$ cat src/rtl/five_stage_dmem_hazard_tracker.sv
// Data-memory access tracker: derives issue/recv stall hazards, captures load data, flags timeouts and stray responses.
// Optional stall-cycle perf counters are built when DMEM_HAZARD_PERF_EN is defined.
module five_stage_dmem_hazard_tracker #(
    parameter int unsigned CORE            = 0,
    parameter int unsigned DATA_WIDTH      = 32,
    parameter int unsigned TIMEOUT_CYCLES  = 1024,
    parameter int unsigned SCAN_CYCLES_MIN = 0,
    parameter int unsigned SCAN_CYCLES_MAX = 1000
) (
    input  logic                  clock,
    input  logic                  reset,
    input  logic                  mem_read,
    input  logic                  mem_write,
    input  logic                  dmem_ready,
    input  logic                  dmem_valid,
    input  logic [DATA_WIDTH-1:0] dmem_rdata,
    output logic                  dmem_req,
    output logic                  d_mem_issue_hazard,
    output logic                  d_mem_recv_hazard,
    output logic [DATA_WIDTH-1:0] load_data,
    output logic                  load_data_valid,
    output logic                  timeout_error,
    output logic                  stray_resp_error,
    output logic [31:0]           issue_stall_cycles,
    output logic [31:0]           recv_stall_cycles,
    input  logic                  scan
);

    typedef enum logic {
        IDLE,
        WAIT_RESP
    } state_e;

    localparam logic [15:0] TIMEOUT_LIMIT = 16'(TIMEOUT_CYCLES);

    state_e                state_q, state_d;
    logic [15:0]           wait_cnt_q, wait_cnt_d;
    logic [DATA_WIDTH-1:0] load_data_q, load_data_d;
    logic                  load_valid_q, load_valid_d;
    logic                  timeout_q, timeout_d;
    logic                  stray_q, stray_d;
    logic                  access;
    logic                  read_accept;

    always_comb begin
        access             = mem_read | mem_write;
        read_accept        = (state_q == IDLE) & mem_read & dmem_ready;
        state_d            = state_q;
        wait_cnt_d         = wait_cnt_q;
        load_data_d        = load_data_q;
        load_valid_d       = 1'b0;
        timeout_d          = timeout_q;
        stray_d            = stray_q;
        dmem_req           = 1'b0;
        d_mem_issue_hazard = 1'b0;
        d_mem_recv_hazard  = 1'b0;

        case (state_q)
            IDLE: begin
                dmem_req           = access;
                d_mem_issue_hazard = access & ~dmem_ready;
                d_mem_recv_hazard  = read_accept & ~dmem_valid;
                if (read_accept) begin
                    if (dmem_valid) begin
                        load_data_d  = dmem_rdata;
                        load_valid_d = 1'b1;
                    end else begin
                        state_d    = WAIT_RESP;
                        wait_cnt_d = '0;
                    end
                end else if (dmem_valid) begin
                    stray_d = 1'b1;
                end
            end
            WAIT_RESP: begin
                d_mem_recv_hazard = ~dmem_valid;
                if (dmem_valid) begin
                    load_data_d  = dmem_rdata;
                    load_valid_d = 1'b1;
                    state_d      = IDLE;
                end else begin
                    // Counter saturates; the sticky flag fires on the cycle it lands on the limit.
                    if (wait_cnt_q != TIMEOUT_LIMIT) begin
                        wait_cnt_d = wait_cnt_q + 16'd1;
                    end
                    if (wait_cnt_d == TIMEOUT_LIMIT) begin
                        timeout_d = 1'b1;
                    end
                end
            end
            default: state_d = IDLE;
        endcase
    end

    always_ff @(posedge clock or negedge reset) begin
        if (!reset) begin
            state_q      <= IDLE;
            wait_cnt_q   <= '0;
            load_data_q  <= '0;
            load_valid_q <= 1'b0;
            timeout_q    <= 1'b0;
            stray_q      <= 1'b0;
        end else begin
            state_q      <= state_d;
            wait_cnt_q   <= wait_cnt_d;
            load_data_q  <= load_data_d;
            load_valid_q <= load_valid_d;
            timeout_q    <= timeout_d;
            stray_q      <= stray_d;
        end
    end

    assign load_data        = load_data_q;
    assign load_data_valid  = load_valid_q;
    assign timeout_error    = timeout_q;
    assign stray_resp_error = stray_q;

`ifdef DMEM_HAZARD_PERF_EN
    logic [31:0] issue_cnt_q, issue_cnt_d;
    logic [31:0] recv_cnt_q, recv_cnt_d;

    always_comb begin
        issue_cnt_d = issue_cnt_q + 32'(d_mem_issue_hazard);
        recv_cnt_d  = recv_cnt_q + 32'(d_mem_recv_hazard);
    end

    always_ff @(posedge clock or negedge reset) begin
        if (!reset) begin
            issue_cnt_q <= '0;
            recv_cnt_q  <= '0;
        end else begin
            issue_cnt_q <= issue_cnt_d;
            recv_cnt_q  <= recv_cnt_d;
        end
    end

    assign issue_stall_cycles = issue_cnt_q;
    assign recv_stall_cycles  = recv_cnt_q;
`else
    assign issue_stall_cycles = '0;
    assign recv_stall_cycles  = '0;
`endif

`ifndef SYNTHESIS
    logic [31:0] cycle_q;
    logic        scan_window;

    always_ff @(posedge clock or negedge reset) begin
        if (!reset) begin
            cycle_q <= '0;
        end else begin
            cycle_q <= cycle_q + 32'd1;
        end
    end

    // Signed compare keeps a zero lower bound from folding into a constant test.
    always_comb begin
        scan_window = ($signed({1'b0, cycle_q}) >= $signed(33'(SCAN_CYCLES_MIN))) &&
                      ($signed({1'b0, cycle_q}) <= $signed(33'(SCAN_CYCLES_MAX)));
    end

    always_ff @(posedge clock) begin
        if (reset && scan && scan_window) begin
            $display("dmem_trk core=%0d cycle=%0d state=%s issue_hz=%0b recv_hz=%0b req=%0b timeout=%0b stray=%0b",
                     CORE, cycle_q, state_q.name(), d_mem_issue_hazard, d_mem_recv_hazard,
                     dmem_req, timeout_q, stray_q);
        end
    end
`endif

endmodule

$ cat config.mk
export PLATFORM = sky130hd
export DESIGN_NAME = five_stage_dmem_hazard_tracker
export DESIGN_NICKNAME = d
export VERILOG_FILES = /design/src/rtl/five_stage_dmem_hazard_tracker.sv
export SDC_FILE = /design/constraint.sdc
export NUM_CORES = 1
export LEC_CHECK = 0
export ABC_AREA = 0
export CAP_MARGIN = 10
export CORE_MARGIN = 1.5
export CORE_UTILIZATION = 44
export DETAILED_ROUTE_END_ITERATION = 10
export PLACE_DENSITY = 0.83
export SLEW_MARGIN = 20
export SYNTH_ARGS = -nofsm -noshare
export SYNTH_HDL_FRONTEND = slang
export SYNTH_SLANG_ARGS = --single-unit
$ cat constraint.sdc
create_clock -name clock -period 3.05 [get_ports clock]
set_clock_uncertainty 0.1 [all_clocks]
set_input_delay 0.61 -clock clock [delete_from_list [all_inputs] [get_ports clock]]
set_output_delay 0.61 -clock clock [all_outputs]
set_load 0.02 [all_outputs]
Word level (Yosys, flattened, before mapping)
Index checks and enable logic that the tools add are counted.
- register bits after elaboration: 52
- bits of input ports: 39
- output and inout port bits: 102
- logic and storage cells: 43
- add/subtract/negate cells: 1
- equality and inequality tests: 5
- multiplexer cells: 19
- bitwise operators: 9
- reduce and logical (&&, ||, !) cells: 3
- operators by type and width (cell ; count):
    $mux W16 ; 6
    $mux W32 ; 2
    $pmux W32 S2 ; 1
    $pmux W16 S2 ; 1
    $add A16 B1 Y16 const B ; 1
    $eq A16 B11 Y1 const B ; 1
    $ne A16 B11 Y1 const B ; 1
    $reduce_and A3 Y1 ; 3
    $mux W1 ; 6
    $ne A2 B2 Y1 const B ; 3
    $pmux W1 S2 ; 3
    $and A1 B1 Y1 ; 4
    $not A1 Y1 ; 4
    $or A1 B1 Y1 ; 1

Logic depth before layout (Yosys ltp)
Gate-level depths: netlist (run 1).
- depth in word-level cells: 6
- depth in mapped cells: 8
- depth with buffers taken out: 7

Least setup slack after synthesis (run 1)
OpenSTA, ideal clock, no wires.
- kind: input port to output port
- from: input dmem_ready
- to: output d_mem_recv_hazard
- data arrival time: 1.349 ns
- data required time: 2.340 ns
- path slack: 0.991 ns
- cell stages on the path: 4
- buffers on the path: 1
- cell sequence: a21oi_1 or2_2 clkbuf_1 inv_1
- word-level cells in the longest chain between the ends: 3
- ends and longest elaborated chain (item ; line ; text):
    start: declaration ; 14 ; input logic dmem_ready,
    $and A1 B1 Y1 ; 47 ; read_accept = (state_q == IDLE) & mem_read & dmem_ready;
    $and A1 B1 Y1 ; 62 ; d_mem_recv_hazard = read_accept & ~dmem_valid;
    $pmux W1 S2 ; 58 ; case (state_q)
    end: declaration ; 19 ; output logic d_mem_recv_hazard,
Every way passes these cells.

Worst setup path after layout (run 1)
- from: input mem_read
- to: output d_mem_recv_hazard
- word-level cells in the longest chain between the ends: 4
- ends and longest elaborated chain (item ; line ; text):
    start: declaration ; 12 ; input logic mem_read,
    $and A1 B1 Y1 (2 in series) ; 47 ;
    $and A1 B1 Y1 ; 62 ;
    $pmux W1 S2 ; 58 ;
Every way passes these cells.

==> results of run 1 <==
-- kinds of logic (layout without fill, tap and decap cells) --
| group | after synthesis | count (layout) |
|---|---|---|
| compound gates | 44 | 44 |
| xor+xnor | 5 | 5 |
| mux | 34 | 34 |
| other cells | 1 | 64 |
| fa+ha+maj | 2 | 2 |
| buf+inv | 87 | 98 |
| flops | 52 | 52 |
| simple gates | 63 | 63 |
-- layout make-up --
type	count	share of cell area
Sequential cell	52	0.3574
Multi-Input combinational cell	212	0.3536
Timing Repair Buffer	82	0.2227
Tap cell	77	0.02646
Clock buffer	5	0.01890
Clock inverter	3	0.01271
Inverter	8	0.008247
-- sequential cells by signal (all words and copies together) (netlist names) --
| register | flops |
|---|---|
| wait_cnt_q | 16 |
| load_data_valid | 1 |
| state_q | 1 |
| load_data | 32 |
| stray_resp_error | 1 |
| timeout_error | 1 |
-- final timing paths --
path | from | to | slack (ns)
max in group asynchronous | reset | load_data[2]$_DFFE_PN0P_ | 2.22
max | mem_read | d_mem_recv_hazard | 0.13
max reg2reg | wait_cnt_q[0]$_DFFE_PN0P_ | timeout_error$_DFFE_PN0P_ | 0.84
min in group clock | timeout_error$_DFFE_PN0P_ | timeout_error$_DFFE_PN0P_ | 0.39
min reg2reg | timeout_error$_DFFE_PN0P_ | timeout_error$_DFFE_PN0P_ | 0.39
min | reset | wait_cnt_q[13]$_DFFE_PN0P_ | 0.06
-- where the power goes --
part | switching, mW | internal (mW) | leakage (nW)
clock network | 0.227 | 0.247 | 0.0548
logic | 0.311 | 0.289 | 0.910
registers | 0.0575 | 0.784 | 0.642
-- critical path, delay by kind of cell --
| family | cells | cell delay, ns |
|---|---|---|
| and+or+nand+nor | 1 | 0.31 |
| AOI/OAI and AO/OA | 1 | 0.09 |
| buffers and inverters | 3 | 1.19 |
-- cell usage in the layout (no fill, tap or decap), drive strengths merged, types with 3 or more instances in the layout --
cell,instances
clkbuf,5
o31ai,3
a31oi,3
clkdlybuf4s50,74
inv,9
nor2,6
nand4,5
nor4,5
nand2b,3
mux2,32
nor3,8
dfrtp,52
o21ai,26
nand2,19
nand3,11
xor2,3
a21oi,5
buf,8
conb,64
-- metal layers --
layer  share of wire  wire length (µm)
met4           0.020               110
met1            0.39              2209
met3           0.076               429
met5               0                 0
met2            0.51              2866
-- metrics by stage --
step / hold slack, ns / cells / utilization
after global placement: 0.3423 / 431 / 0.5490
after CTS: 0.06233 / 439 / 0.5669
after detailed placement: 0.3780 / 431 / 0.5490
final: 0.06451 / 439 / 0.5669
after global routing: 0.07460 / 439 / 0.5669
after floorplan: 0.2144 / 351 / -
==> impl_metrics.toml, run 1 <==
[status]
outcome = "finished, violations left"
violations = "design-rule violations"

[cts]
htree_levels = 2
clkTransAtPathRegs_ns = 0.09
postCtsSetupBuffers = 0
clock_path_buffers = 2
cts_tree = "built"
cts_buffers = 5
clk_latency_ns = 0.30
cts_sinks = 52
ctsResizeCount = 0
cts_hold_buf = 0
cts_root_buf = "clkbuf_8"

[yosys]
synth_cell_type_count = 40
syn_area_mm2 = 0.002949
synth_compound_area_frac = 0.08655
synthMostInstantiatedCell = "buf_4"
synth_area_leaders = "dfrtp_1, buf_4, mux2_2, o21ai_0, nand2_1"
muxShareOfSynthArea = 0.1290
syn_inst = 288
synth_top_family_by_area = "buffers and inverters"
synth_top_area_share = 0.4412
synth_flop_cell = "dfrtp_1"
async_flop_share = 1.000
synth_edf_count = 0
synth_top_area_cell = "dfrtp_1"
synthTopCellsByCount = "buf_4, dfrtp_1, mux2_2"
synthAdderAreaFrac = 0.008485
ys_seq_area_frac = 0.4412
yosys.area_share.simple = 0.1162
ys_seq_elements = 52
yosysWarnings = 0
syn_avg_cell_area_um2 = 10.24
synth-xor-area-share = 0.01485

[global_routing]
grt_pass1_vias = 1993
gr-total-overflow = 0
use_met2 = 0.2836
antenna_found_initial = 0
use_met3 = 0.03599
busiest_layer = "met2"
grt_pass1_wl_mm = 9.204
grt_util_met1 = 0.1884
track_usage = 0.1601
grt_max_degree = 29

[setup_path]
crit_chain = "clkdlybuf4s50_1 > a21oi_1 > or2_2 > inv_1 > clkdlybuf4s50_1"
cp.arrival_ns = 2.21
cp_max_fo = 3
cp_common_cell = "clkdlybuf4s50_1"
r2r_cells = 6
max_stage_delay_ns = 0.61
required_ns = 2.34
critPathSlowestCell = "clkdlybuf4s50_1"
critPathKind = "input pin to primary output"
worstSetupStartpointType = "input pin"
end_kind = "primary output"

[final_layout]
layout-drive-gt1-share = 0.1492
num_antenna_cells = 0
fill_cells = 550
layout.nets = 402
area_delta_synth_final_pct = 23.46
multi_input_area_mm2 = 0.001287
final_cell_area_mm2 = 0.003641
seqCellArea_mm2 = 0.001301

[detailed_routing]
vias = 2119
drcViolationCount = 11
routed_wl_mm = 5.615
ant_nets = 0
wl_per_cell_um = 12.79
first_iter_violations = 120
first_pass_iters = 7
vias_per_cell = 4.827

[placed_design]
pre_cts_ws_ns = 0.1304
gp_congestion = 0.8706
dp_hpwl_mm = 4.254
io_buffers = 75
placed_area_mm2 = 0.003526

[sta]
finalSetupViolations = 0
hold_viol = 0
fin_crit_ns = 2.923
tns_ns = 0
setup_ws_ns = 0.1272
worst_slew_pin_slew_ns = 0.5351
timing.final.crit_share = 0.9583
rsz0062_at_grt = "false"
slew_headroom = 0.6405
fmax_ghz = 0.3421
slew_violations = 0

[power]
power.leakage_nw = 1.606
vdd_drop_max_uv = 196.7
finalPower_mw = 1.916
power_density_mw_per_mm2 = 526.3

[floorplan]
die_h_um = 84.87
rows = 29
pin_count = 141
core_mm2 = 0.006422
die_area_mm2 = 0.007203
initial_utilization = 0.4592
die_width_um = 84.87

[run]
maxCapViolCount = 0

[hold_path]
min_path_type = "input pin to asynchronous set/reset pin"
(Power assumes the default switching activity.)
==> inputs of run 2 (changes only) <==
--- a/config.mk
+++ b/config.mk
@@ -5,7 +5,7 @@
 export SDC_FILE = /design/constraint.sdc
 export NUM_CORES = 1
 export LEC_CHECK = 0
-export ABC_AREA = 0
+export ABC_AREA = 1
 export CAP_MARGIN = 10
 export CORE_MARGIN = 1.5
 export CORE_UTILIZATION = 44
@@ -15,3 +15,4 @@
 export SYNTH_ARGS = -nofsm -noshare
 export SYNTH_HDL_FRONTEND = slang
 export SYNTH_SLANG_ARGS = --single-unit
+export TNS_END_PERCENT = 50
==> impl_metrics.toml, run 2 <==
[yosys]
syn_area_mm2 = 0.002930
synth_cell_type_count = 26
synthTopCellsByCount = "nand2_1, buf_4, dfrtp_1"
synth_edf_count = 0
synth_top_area_share = 0.4441
async_flop_share = 1.000
syn_avg_cell_area_um2 = 7.877
synth_flop_cell = "dfrtp_1"
synth_area_leaders = "dfrtp_1, nand2_1, buf_4, nor2_1, nand3_1"
yosysWarnings = 0
ys_seq_elements = 52
synth_top_area_cell = "dfrtp_1"
synthMostInstantiatedCell = "nand2_1"
ys_seq_area_frac = 0.4441
syn_inst = 372

[detailed_routing]
first_iter_violations = 186
routed_wl_mm = 6.327
vias = 2403
drcViolationCount = 0
wl_met2_mm = 3.164
route.met3.wl_um = 555
vias_per_cell = 4.551
ant_nets = 0
wl_per_cell_um = 11.98
first_pass_iters = 4
topRoutingLayerUsed = "met4"
m1WireLength_mm = 2.495

[final_layout]
layout.nets = 491
layout_common_cells = "nand2_1, clkdlybuf4s50_1, conb_1"
num_antenna_cells = 0
fill_cells = 563
final_common_cell = "nand2_1"
largest_register_ffs = 32
layout-drive-gt1-share = 0.06874
area_delta_synth_final_pct = 24.72

[cts]
ctsResizeCount = 0
clkTransAtPathRegs_ns = 0.10
cts_hold_buf = 0
cts_tree = "built"
cts_buffers = 5
clk_latency_ns = 0.31
clock_path_buffers = 2
cts_root_buf = "clkbuf_8"
cts_sinks = 52
postCtsSetupBuffers = 0
htree_levels = 2

[setup_path]
critPathKind = "input pin to primary output"
cp.arrival_ns = 1.99
cp_max_fo = 2
r2r_slack_ns = 1.19
crit_start = "dmem_ready"
r2r_start = "wait_cnt_q[0]$_DFFE_PN0P_"
worstSetupStartpointType = "input pin"
required_ns = 2.34
end_kind = "primary output"

[placed_design]
gp_congestion = 0.8873
io_buffers = 75
dp_hpwl_mm = 4.722
pre_cts_ws_ns = 0.3381

[global_routing]
track_usage = 0.1818
grt_pass1_vias = 2327
antenna_found_initial = 0
grt_max_degree = 47
grt_pass1_wl_mm = 10.54
gr-total-overflow = 0

[status]
outcome = "completed"

[sta]
tns_ns = 0
hold_viol = 0
finalSetupViolations = 0
rsz0062_at_grt = "false"
fmax_ghz = 0.3705
fin_crit_ns = 2.699
slew_headroom = 0.6231
slew_violations = 0
setup_ws_ns = 0.3512
timing.final.crit_share = 0.8848
worst_slew_pin_slew_ns = 0.5654

[power]
vdd_drop_max_uv = 363.4
power.leakage_nw = 1.834
power_density_mw_per_mm2 = 527.2

[run]
maxCapViolCount = 0

[floorplan]
pin_count = 141
initial_utilization = 0.4589
core_mm2 = 0.006386
die_area_mm2 = 0.007158
die_width_um = 84.61
rows = 29
die_h_um = 84.61

[hold_path]
min_path_type = "input pin to asynchronous set/reset pin"
-- run 2: cell count changes after synthesis, moves of 5 or more --
cell     change
inv_1       +11
nand2_1    +112
nand3_1      +5
nor2_1      +21
mux2_2      -32
o22ai_1     +10
nand2_2      +5
o21ai_0     -19
-- run 2: per-layer routing --
| layer | vias up | GRT usage |
|---|---|---|
| met3 | 12 | 0.06490 |
| li1 | 1176 | - |
| met4 | 0 | 0.06452 |
| met2 | 103 | 0.3095 |
| met1 | 1112 | 0.2120 |
| met5 | - | 0 |
-- run 2: logic make-up (layout without fill, tap and decap cells) --
kind of cell               count (synthesis)  in the layout  synth area share
AOI/OAI and AO/OA                         20             20           0.03928
xor gates and xnor gates                   9              9           0.02946
adders and majority gates                  2              2          0.008538
buffers and inverters                     97            113            0.2079
DFF                                       52             52            0.4441
other                                      1             64          0.001280
and+or+nand+nor                          191            191            0.2694
-- run 2: where the power goes --
part | leakage (nW) | internal [mW] | switching (mW)
clock | 0.0614 | 0.269 | 0.237
sequential | 0.662 | 0.778 | 0.0598
combinational | 1.11 | 0.240 | 0.343
total | 1.83 | 1.29 | 0.640
-- run 2: path summary, 6_finish.rpt --
path,endpoint,cells past startpoint
setup / recovery,d_mem_recv_hazard,4
min in group clock,load_data[30]$_DFFE_PN0P_,2
hold reg to reg,load_data[30]$_DFFE_PN0P_,2
setup reg to reg,timeout_error$_DFFE_PN0P_,11
hold / removal,load_data[24]$_DFFE_PN0P_,1
max in group asynchronous,load_data[11]$_DFFE_PN0P_,2
-- run 2: critical path, stage by stage --
cell             delay (ns)
clkdlybuf4s50_1        0.47
a21oi_1                0.09
nor2_1                 0.16
clkdlybuf4s50_1        0.65
-- run 2: area by class of cell --
class / count / area, µm² / area share
Clock inverter: 2 / 38.79 / 0.01061
Timing Repair Buffer: 80 / 783.3 / 0.2143
Tap cell: 77 / 96.34 / 0.02636
Multi-Input combinational cell: 286 / 1259 / 0.3444
Sequential cell: 52 / 1301 / 0.3560
Clock buffer: 6 / 82.58 / 0.02259
Inverter: 25 / 93.84 / 0.02568
-- run 2: stage by stage --
step           total power [mW]    util  cells  instance area [µm²]  hold slack, ns
2_1_floorplan             1.217       -    435                 3167          0.2144
3_3_place_gp              1.413  0.5533    520                 3533          0.3457
3_5_place_dp              1.431  0.5533    520                 3533          0.3573
4_1_cts                   1.936  0.5723    528                 3655         0.02111
5_1_grt                   2.018  0.5723    528                 3655         0.01927
6_report                  1.927  0.5723    528                 3655         0.01331
